--- src/rtl/mem_arbiter.sv ---
// rtl/mem_arbiter.sv - round-robin I/D-cache line-port arbiter with response watchdog
module mem_arbiter #(
  parameter int ADDR_WIDTH     = 32,
  parameter int LINE_WIDTH     = 128,
  parameter int TIMEOUT_CYCLES = 64
) (
  input  logic                  clk,
  input  logic                  rst_n,
  input  logic                  ic_req,
  input  logic [ADDR_WIDTH-1:0] ic_addr,
  output logic                  ic_rvalid,
  output logic [LINE_WIDTH-1:0] ic_rdata,
  output logic                  ic_stall,
  input  logic                  dc_req,
  input  logic                  dc_we,
  input  logic [ADDR_WIDTH-1:0] dc_addr,
  input  logic [LINE_WIDTH-1:0] dc_wdata,
  output logic                  dc_rvalid,
  output logic [LINE_WIDTH-1:0] dc_rdata,
  output logic                  dc_stall,
  output logic                  mem_req,
  output logic                  mem_we,
  output logic [ADDR_WIDTH-1:0] mem_addr,
  output logic [LINE_WIDTH-1:0] mem_wdata,
  input  logic                  mem_ready,
  input  logic [LINE_WIDTH-1:0] mem_rdata,
  output logic                  timeout_err
);

  localparam int CW = $clog2(TIMEOUT_CYCLES + 1);

  localparam logic [1:0] S_IDLE = 2'd0;
  localparam logic [1:0] S_BUSY = 2'd1;
  localparam logic [1:0] S_RESP = 2'd2;

  localparam logic OWN_IC = 1'b0;
  localparam logic OWN_DC = 1'b1;

  localparam logic [CW-1:0] WD_LIMIT = CW'(TIMEOUT_CYCLES);

  logic [1:0]            state;
  logic                  owner;
  logic                  last_owner;
  logic [ADDR_WIDTH-1:0] addr_q;
  logic                  we_q;
  logic [LINE_WIDTH-1:0] wdata_q;
  logic [LINE_WIDTH-1:0] ic_rdata_q;
  logic [LINE_WIDTH-1:0] dc_rdata_q;
  logic [CW-1:0]         wd_cnt;
  logic [CW-1:0]         wd_next;
  logic                  timeout_q;

  logic                  grant_valid;
  logic                  grant_owner;
  logic                  grant_we;

  // Round-robin pick: on a tie the requester that did not win last time goes next
  always_comb begin
    grant_valid = ic_req | dc_req;
    grant_owner = OWN_DC;
    if (ic_req && dc_req) begin
      grant_owner = ~last_owner;
    end else if (ic_req) begin
      grant_owner = OWN_IC;
    end
    grant_we = (grant_owner == OWN_DC) & dc_we;
    wd_next  = wd_cnt + CW'(1);
  end

  // IDLE -> BUSY -> RESP transaction sequencer with watchdog abort
  always_ff @(posedge clk) begin
    if (!rst_n) begin
      state      <= S_IDLE;
      owner      <= OWN_IC;
      last_owner <= OWN_DC;
      addr_q     <= '0;
      we_q       <= 1'b0;
      wdata_q    <= '0;
      ic_rdata_q <= '0;
      dc_rdata_q <= '0;
      wd_cnt     <= '0;
      timeout_q  <= 1'b0;
    end else begin
      case (state)
        S_IDLE: begin
          if (grant_valid) begin
            owner      <= grant_owner;
            last_owner <= grant_owner;
            addr_q     <= (grant_owner == OWN_IC) ? ic_addr : dc_addr;
            we_q       <= grant_we;
            wdata_q    <= grant_we ? dc_wdata : '0;
            wd_cnt     <= '0;
            state      <= S_BUSY;
          end
        end
        S_BUSY: begin
          if (mem_ready) begin
            if (owner == OWN_IC) begin
              ic_rdata_q <= mem_rdata;
            end else begin
              dc_rdata_q <= we_q ? '0 : mem_rdata;
            end
            state <= S_RESP;
          end else if (wd_next == WD_LIMIT) begin
            // Memory never answered: report it and release the requester with a zero line
            timeout_q <= 1'b1;
            if (owner == OWN_IC) begin
              ic_rdata_q <= '0;
            end else begin
              dc_rdata_q <= '0;
            end
            state <= S_RESP;
          end else begin
            wd_cnt <= wd_next;
          end
        end
        S_RESP: begin
          state <= S_IDLE;
        end
        default: begin
          state <= S_IDLE;
        end
      endcase
    end
  end

  assign mem_req     = (state == S_BUSY);
  assign mem_we      = (state == S_BUSY) & we_q;
  assign mem_addr    = addr_q;
  assign mem_wdata   = wdata_q;
  assign ic_rvalid   = (state == S_RESP) & (owner == OWN_IC);
  assign dc_rvalid   = (state == S_RESP) & (owner == OWN_DC);
  assign ic_rdata    = ic_rdata_q;
  assign dc_rdata    = dc_rdata_q;
  assign ic_stall    = ic_req & ~ic_rvalid;
  assign dc_stall    = dc_req & ~dc_rvalid;
  assign timeout_err = timeout_q;

endmodule
--- config.mk ---
export PLATFORM = sky130hd
export DESIGN_NAME = mem_arbiter
export DESIGN_NICKNAME = d
export VERILOG_FILES = /design/src/rtl/mem_arbiter.sv
export SDC_FILE = /design/constraint.sdc
export NUM_CORES = 1
export LEC_CHECK = 0
export CAP_MARGIN = 5
export CORE_AREA = 8 8 282 284
export CTS_BUF_LIST = sky130_fd_sc_hd__clkbuf_16
export DETAILED_ROUTE_END_ITERATION = 7
export DIE_AREA = 0 0 290 292
export DONT_BUFFER_PORTS = 1
export PLACE_DENSITY = 0.42
export SLEW_MARGIN = 0
export SYNTH_ARGS = -nofsm -noshare
export SYNTH_HDL_FRONTEND = slang
export SYNTH_SLANG_ARGS = --single-unit
--- constraint.sdc ---
create_clock -name clk -period 3.3 [get_ports clk]
set_input_delay 0.66 -clock clk [delete_from_list [all_inputs] [get_ports clk]]
set_output_delay 0.66 -clock clk [all_outputs]
set_load 0.01 [all_outputs]
### After elaboration in Yosys (flattened, before gate mapping)

Cells that the tools add are included.

* output and inout bits: 423
* input port bits: 326
* register bits: 429
* logic and storage cells: 61

* bitwise gates (word level): 12
* multiplexer cells: 21
* eq/ne operators: 7
* add/subtract/negate cells: 1
* reductions and logical operators: 10

Operators by type and width (count)
* $mux W128: 10
* $mux W32: 1
* $mux W7: 3
* $pmux W7 S2: 1
* $reduce_and A3 Y1: 3
* $add A7 B1 Y7 const B: 1
* $eq A7 B7 Y1 const B: 1
* $and A1 B1 Y1: 6
* $mux W2: 3
* $ne A2 B2 Y1 const B: 3
* $not A1 Y1: 5
* $pmux W2 S2: 1
* $reduce_and A2 Y1: 2
* $reduce_and A4 Y1: 1
* $reduce_bool A2 Y1: 2
* $ne A3 B1 Y1 const B: 1
* $eq A2 B1 Y1 const B: 1
* $eq A2 B2 Y1 const B: 1
* $logic_not A2 Y1: 1
* $mux W1: 2
* $logic_and A1 B1 Y1: 1
* $or A1 B1 Y1: 1

### Depth between registers and ports, before layout

* depth after elaboration: 5
* mapped depth: 8
* gate-level depth less buffers: 6

### Worst setup path before layout

OpenSTA, ideal clock, no wires.

* path type: in2reg
* start: input port dc_req
* end: register wdata_q[100], in the netlist mem_wdata[100]
* slack: 1435 ps
* buffers on the path: 2
* arrival time: 1800 ps
* required time: 3235 ps
* cell stages on the path: 7
* library setup time: 65 ps
* cell sequence: inv_1 -> o21ai_1 -> and3_1 -> buf_2 -> buf_2 -> a22oi_1 -> nor2_1

* word-level cells in the longest chain between the ends: 4
* elaborated cells between the ends (all ways): 6
* classes of those cells: mux (2); bitwise (2); reduce/logical (2)

RTL lines
* start, declared: line 14 `input logic dc_req,`
* $logic_and A1 B1 Y1: line 61 `if (ic_req && dc_req) begin`
* $mux W1: line 61
* $and A1 B1 Y1: line 66 `grant_we = (grant_owner == OWN_DC) & dc_we;`
* $mux W128: line 91 `wdata_q <= grant_we ? dc_wdata : '0;`
* end signal, assigned: line 91
* end, declared: line 46 `logic [LINE_WIDTH-1:0] wdata_q;`

Parallel ways exist; a longest one is shown, timed or not.
A chain may end at the register's enable or synchronous reset.

### Worst setup path in the final report

* start: register state[1]
* end: output port mem_we

* word-level cells in the longest chain between the ends: 2

RTL lines
* start, declared: line 41 `logic [1:0] state;`
* start signal, assigned: line 73 `state <= S_IDLE;`
* start signal, assigned: line 93 `state <= S_BUSY;`
* start signal, assigned: line 103 `state <= S_RESP;`
* $eq A2 B1 Y1: line 128 `assign mem_we = (state == S_BUSY) & we_q;`
* $and A1 B1 Y1: line 128
* end, declared: line 22 `output logic mem_we,`

No other way between the ends.

==> metrics.yaml <==
end_kind: "output port"
comb_power_share: 0.076
setup_viol_count_final: 0
cts_tree: "built"
synth_edf_count: 0
synth_ff_type: "dfxtp_1"
rows: 101
gr-total-overflow: 0
drt_iter0_markers: 715
coreArea_um2: 75200
path_clk_slew_ns: 0.06
start_util: 0.221
post-place-ws_ns: 0.890
vias: 13362
antenna_found_initial: 3
yosysWarnings: 0
grt_first_pass_wirelength_mm: 92.3
synth_top_family_by_area: "compound AO/OA/AOI/OAI gates"
syn-cell-area_um2: 16600
cts_buffer_depth: 3
synthMuxAreaShare: 0.0972
hold_viol: 0
rsz0062_at_grt: "no"
crit_fanout: 9
dr.pass1.iters: 5
worst-path-buf-inv: 2
drc: 0
port_buffers: 0
ioPinCount: 749
relSlewSlack: 0.416
use_met1: 0.149
clkLatencyLatePin_ns: 0.58
switching_share: 0.262
max_stage_delay_ns: 0.41
syn_to_final_growth_pct: 14.6
synthTopCellsByArea: "dfxtp_1 (52%), mux2i_1 (9.7%), nand2_1 (8.9%), a311oi_1 (6.8%), a22oi_1 (5.8%)"
antenna_left: 0
grt.total_usage: 0.141
slowest_stage: "dfxtp_1"
critPathLaunchType: "register"
fp.dieW_um: 290
routed_wl_mm: 64.2
grt_pass1_vias: 12786
ys_ff_latch: 429
top_usage_layer: "met2"
ys_async_sr_fraction: 0
met2_usage: 0.237
synth_top_area_frac: 0.518
ir_drop_mv: 0.320
timing.final.crit_period_ns: 2.54
cts_root_buffer: "clkbuf_16"
synth-compound-area-share: 0.190
wl_per_cell_um: 23.4
syn_area_per_cell_um2: 9.22
synth.distinct_cells: 41
place_congestion: 0.797
holdCritPathClass: "in2reg"
synth_fa_ha_area_frac: 0.000755
synthSimpleGateAreaFrac: 0.137
min_period_over_period: 0.770
routed_via_density: 4.87
fmax_mhz: 394
ctsResizeCount: 0
cp.required_ns: 2.64
power_leakage_nw: 7.07
clock-sinks: 429
cts_hold_buf: 0
reg2reg_slack_ns: 0.91
cp_cell_sequence: "nand2b_1 > clkinv_1 > buf_4 > and2_1"
ys_seq_area_frac: 0.518
tightest_slew_ns: 0.876
dp_hpwl_mm: 47.1
cts-htree-levels: 2
synth_xor_area_frac: 0
layout-drive-gt1-share: 0.0743
syn_inst: 1799
crit_arrival_ns: 1.88
syn_nets: 2126
power.density_nw_per_um2: 626
p_int_mw: 8.79
drv_slew: 0
grt_max_degree: 140
worst_clock_skew_ns: 0.0207
tns_ns: 0
p_sw_mw: 3.12
path_class: "reg2out"
synth_largest_area_cell: "dfxtp_1"
path_delay_family: "simple AND/OR/NAND/NOR gates"
cts_buffers: 49
p_seq_frac: 0.474
max-cap-violations: 0
die_h_um: 292
grt.met3_usage: 0.0741
fin_ws_ns: 0.759
status: "finished, final reports clean"
nets: 2050
cts_setup_buffers: 0
die_area_um2: 84700
clkPwrFrac: 0.450
[layout make-up]
type	count	area, um^2
fill	8009	56200
sequential	429	8590
multi-input combinational	1194	7100
clock buffer	51	1280
tap	978	1220
timing repair buffer	45	500
clock inverter	39	293
inverter	4	22.5
antenna	2	5.00
[cell usage after synthesis (2+ instances only)]
cell,number
nand2b_1,3
or4_1,2
a21oi_1,135
inv_1,2
buf_2,55
nand3_1,5
mux2i_1,161
a22oi_1,128
and3_1,3
a211oi_1,33
clkbuf_1,101
dfxtp_1,429
o21ai_1,4
nand2_1,391
buf_6,2
a31oi_1,3
o21a_1,3
nor3_1,3
o21ai_0,5
and2_1,3
buf_12,11
nor2_1,170
buf_8,2
a311oi_1,128
[metrics by stage]
stage | std cells | total power, mW | instance area [um^2] | hold slack [ns] | utilization
after floorplan | 1799 | 6.39 | 16600 | 0.470 | -
after global placement | 2650 | 6.66 | 17400 | 0.498 | 0.232
after detailed placement | 2650 | 6.68 | 17400 | 0.502 | 0.232
after global routing | 2740 | 12.4 | 19000 | 0.167 | 0.253
final | 2742 | 11.9 | 19000 | 0.211 | 0.253
after CTS | 2740 | 12.1 | 19000 | 0.152 | 0.253
[power groups by stage]
stage	Clock, mW	Sequential (mW)	Combinational (mW)
final	5.35	5.64	0.909
after CTS	5.55	5.65	0.916
after global routing	5.74	5.66	1.00
after detailed placement	0	5.77	0.917
after global placement	0	5.77	0.893
after floorplan	0	5.66	0.725
[per-layer routing]
metal | up-vias | share of wire
met2 | 663 | 0.48
met5 | - | 0.00020
met1 | 6323 | 0.36
li1 | 6269 | -
met3 | 105 | 0.12
met4 | 2 | 0.037
[final timing paths]
kind                              startpoint            to  depth (start not counted)
worst max-delay path                state[1]        mem_we                          4
worst min-delay path            mem_rdata[4]   dc_rdata[4]                          2
worst max register to register      state[1]  ic_rdata[41]                          6
worst min register to register  dc_rdata[15]  dc_rdata[15]                          2
[worst reg2reg max path: cells and delay by family (launching register included)]
| family | cells | cell delay (ns) |
|---|---|---|
| AO/OA/AOI/OAI | 2 | 0.45 |
| AND/OR/NAND/NOR | 3 | 1.06 |
| buffers and inverters | 1 | 0.44 |
| flip-flops | 1 | 0.35 |
[state kept, by name (all words and copies together), names as in the netlist]
| signal | count |
|---|---|
| dc_rdata | 128 |
| ic_rdata | 128 |
| mem_wdata | 128 |
| mem_addr | 32 |
| wd_cnt | 7 |
| state | 2 |
| last_owner | 1 |
| owner | 1 |
| timeout_err | 1 |
| we_q | 1 |
[logic make-up (layout without fill, tap and decap cells)]
family,count (synthesis),count (layout)
and+or+nand+nor,587,587
AOI/OAI and AO/OA,445,445
buffers and inverters,176,139
other,0,2
DFF,429,429
adders and majority gates,1,1
muxes,161,161
[cell usage in the layout, fill, tap and decap left out, types with 6 or more instances in the layout]
master | netlist | layout
buf_12 | 11 | 13
buf_4 | 0 | 32
nor2_1 | 170 | 168
clkinv_1 | 1 | 13
inv_1 | 2 | 6
a211oi_1 | 33 | 33
clkbuf_16 | 0 | 51
dfxtp_1 | 429 | 429
a21oi_1 | 135 | 135
nand2_1 | 391 | 391
a22oi_1 | 128 | 128
clkinv_2 | 0 | 13
mux2i_1 | 161 | 161
a311oi_1 | 128 | 128
No activity file was read; power rests on OpenSTA's default activity.
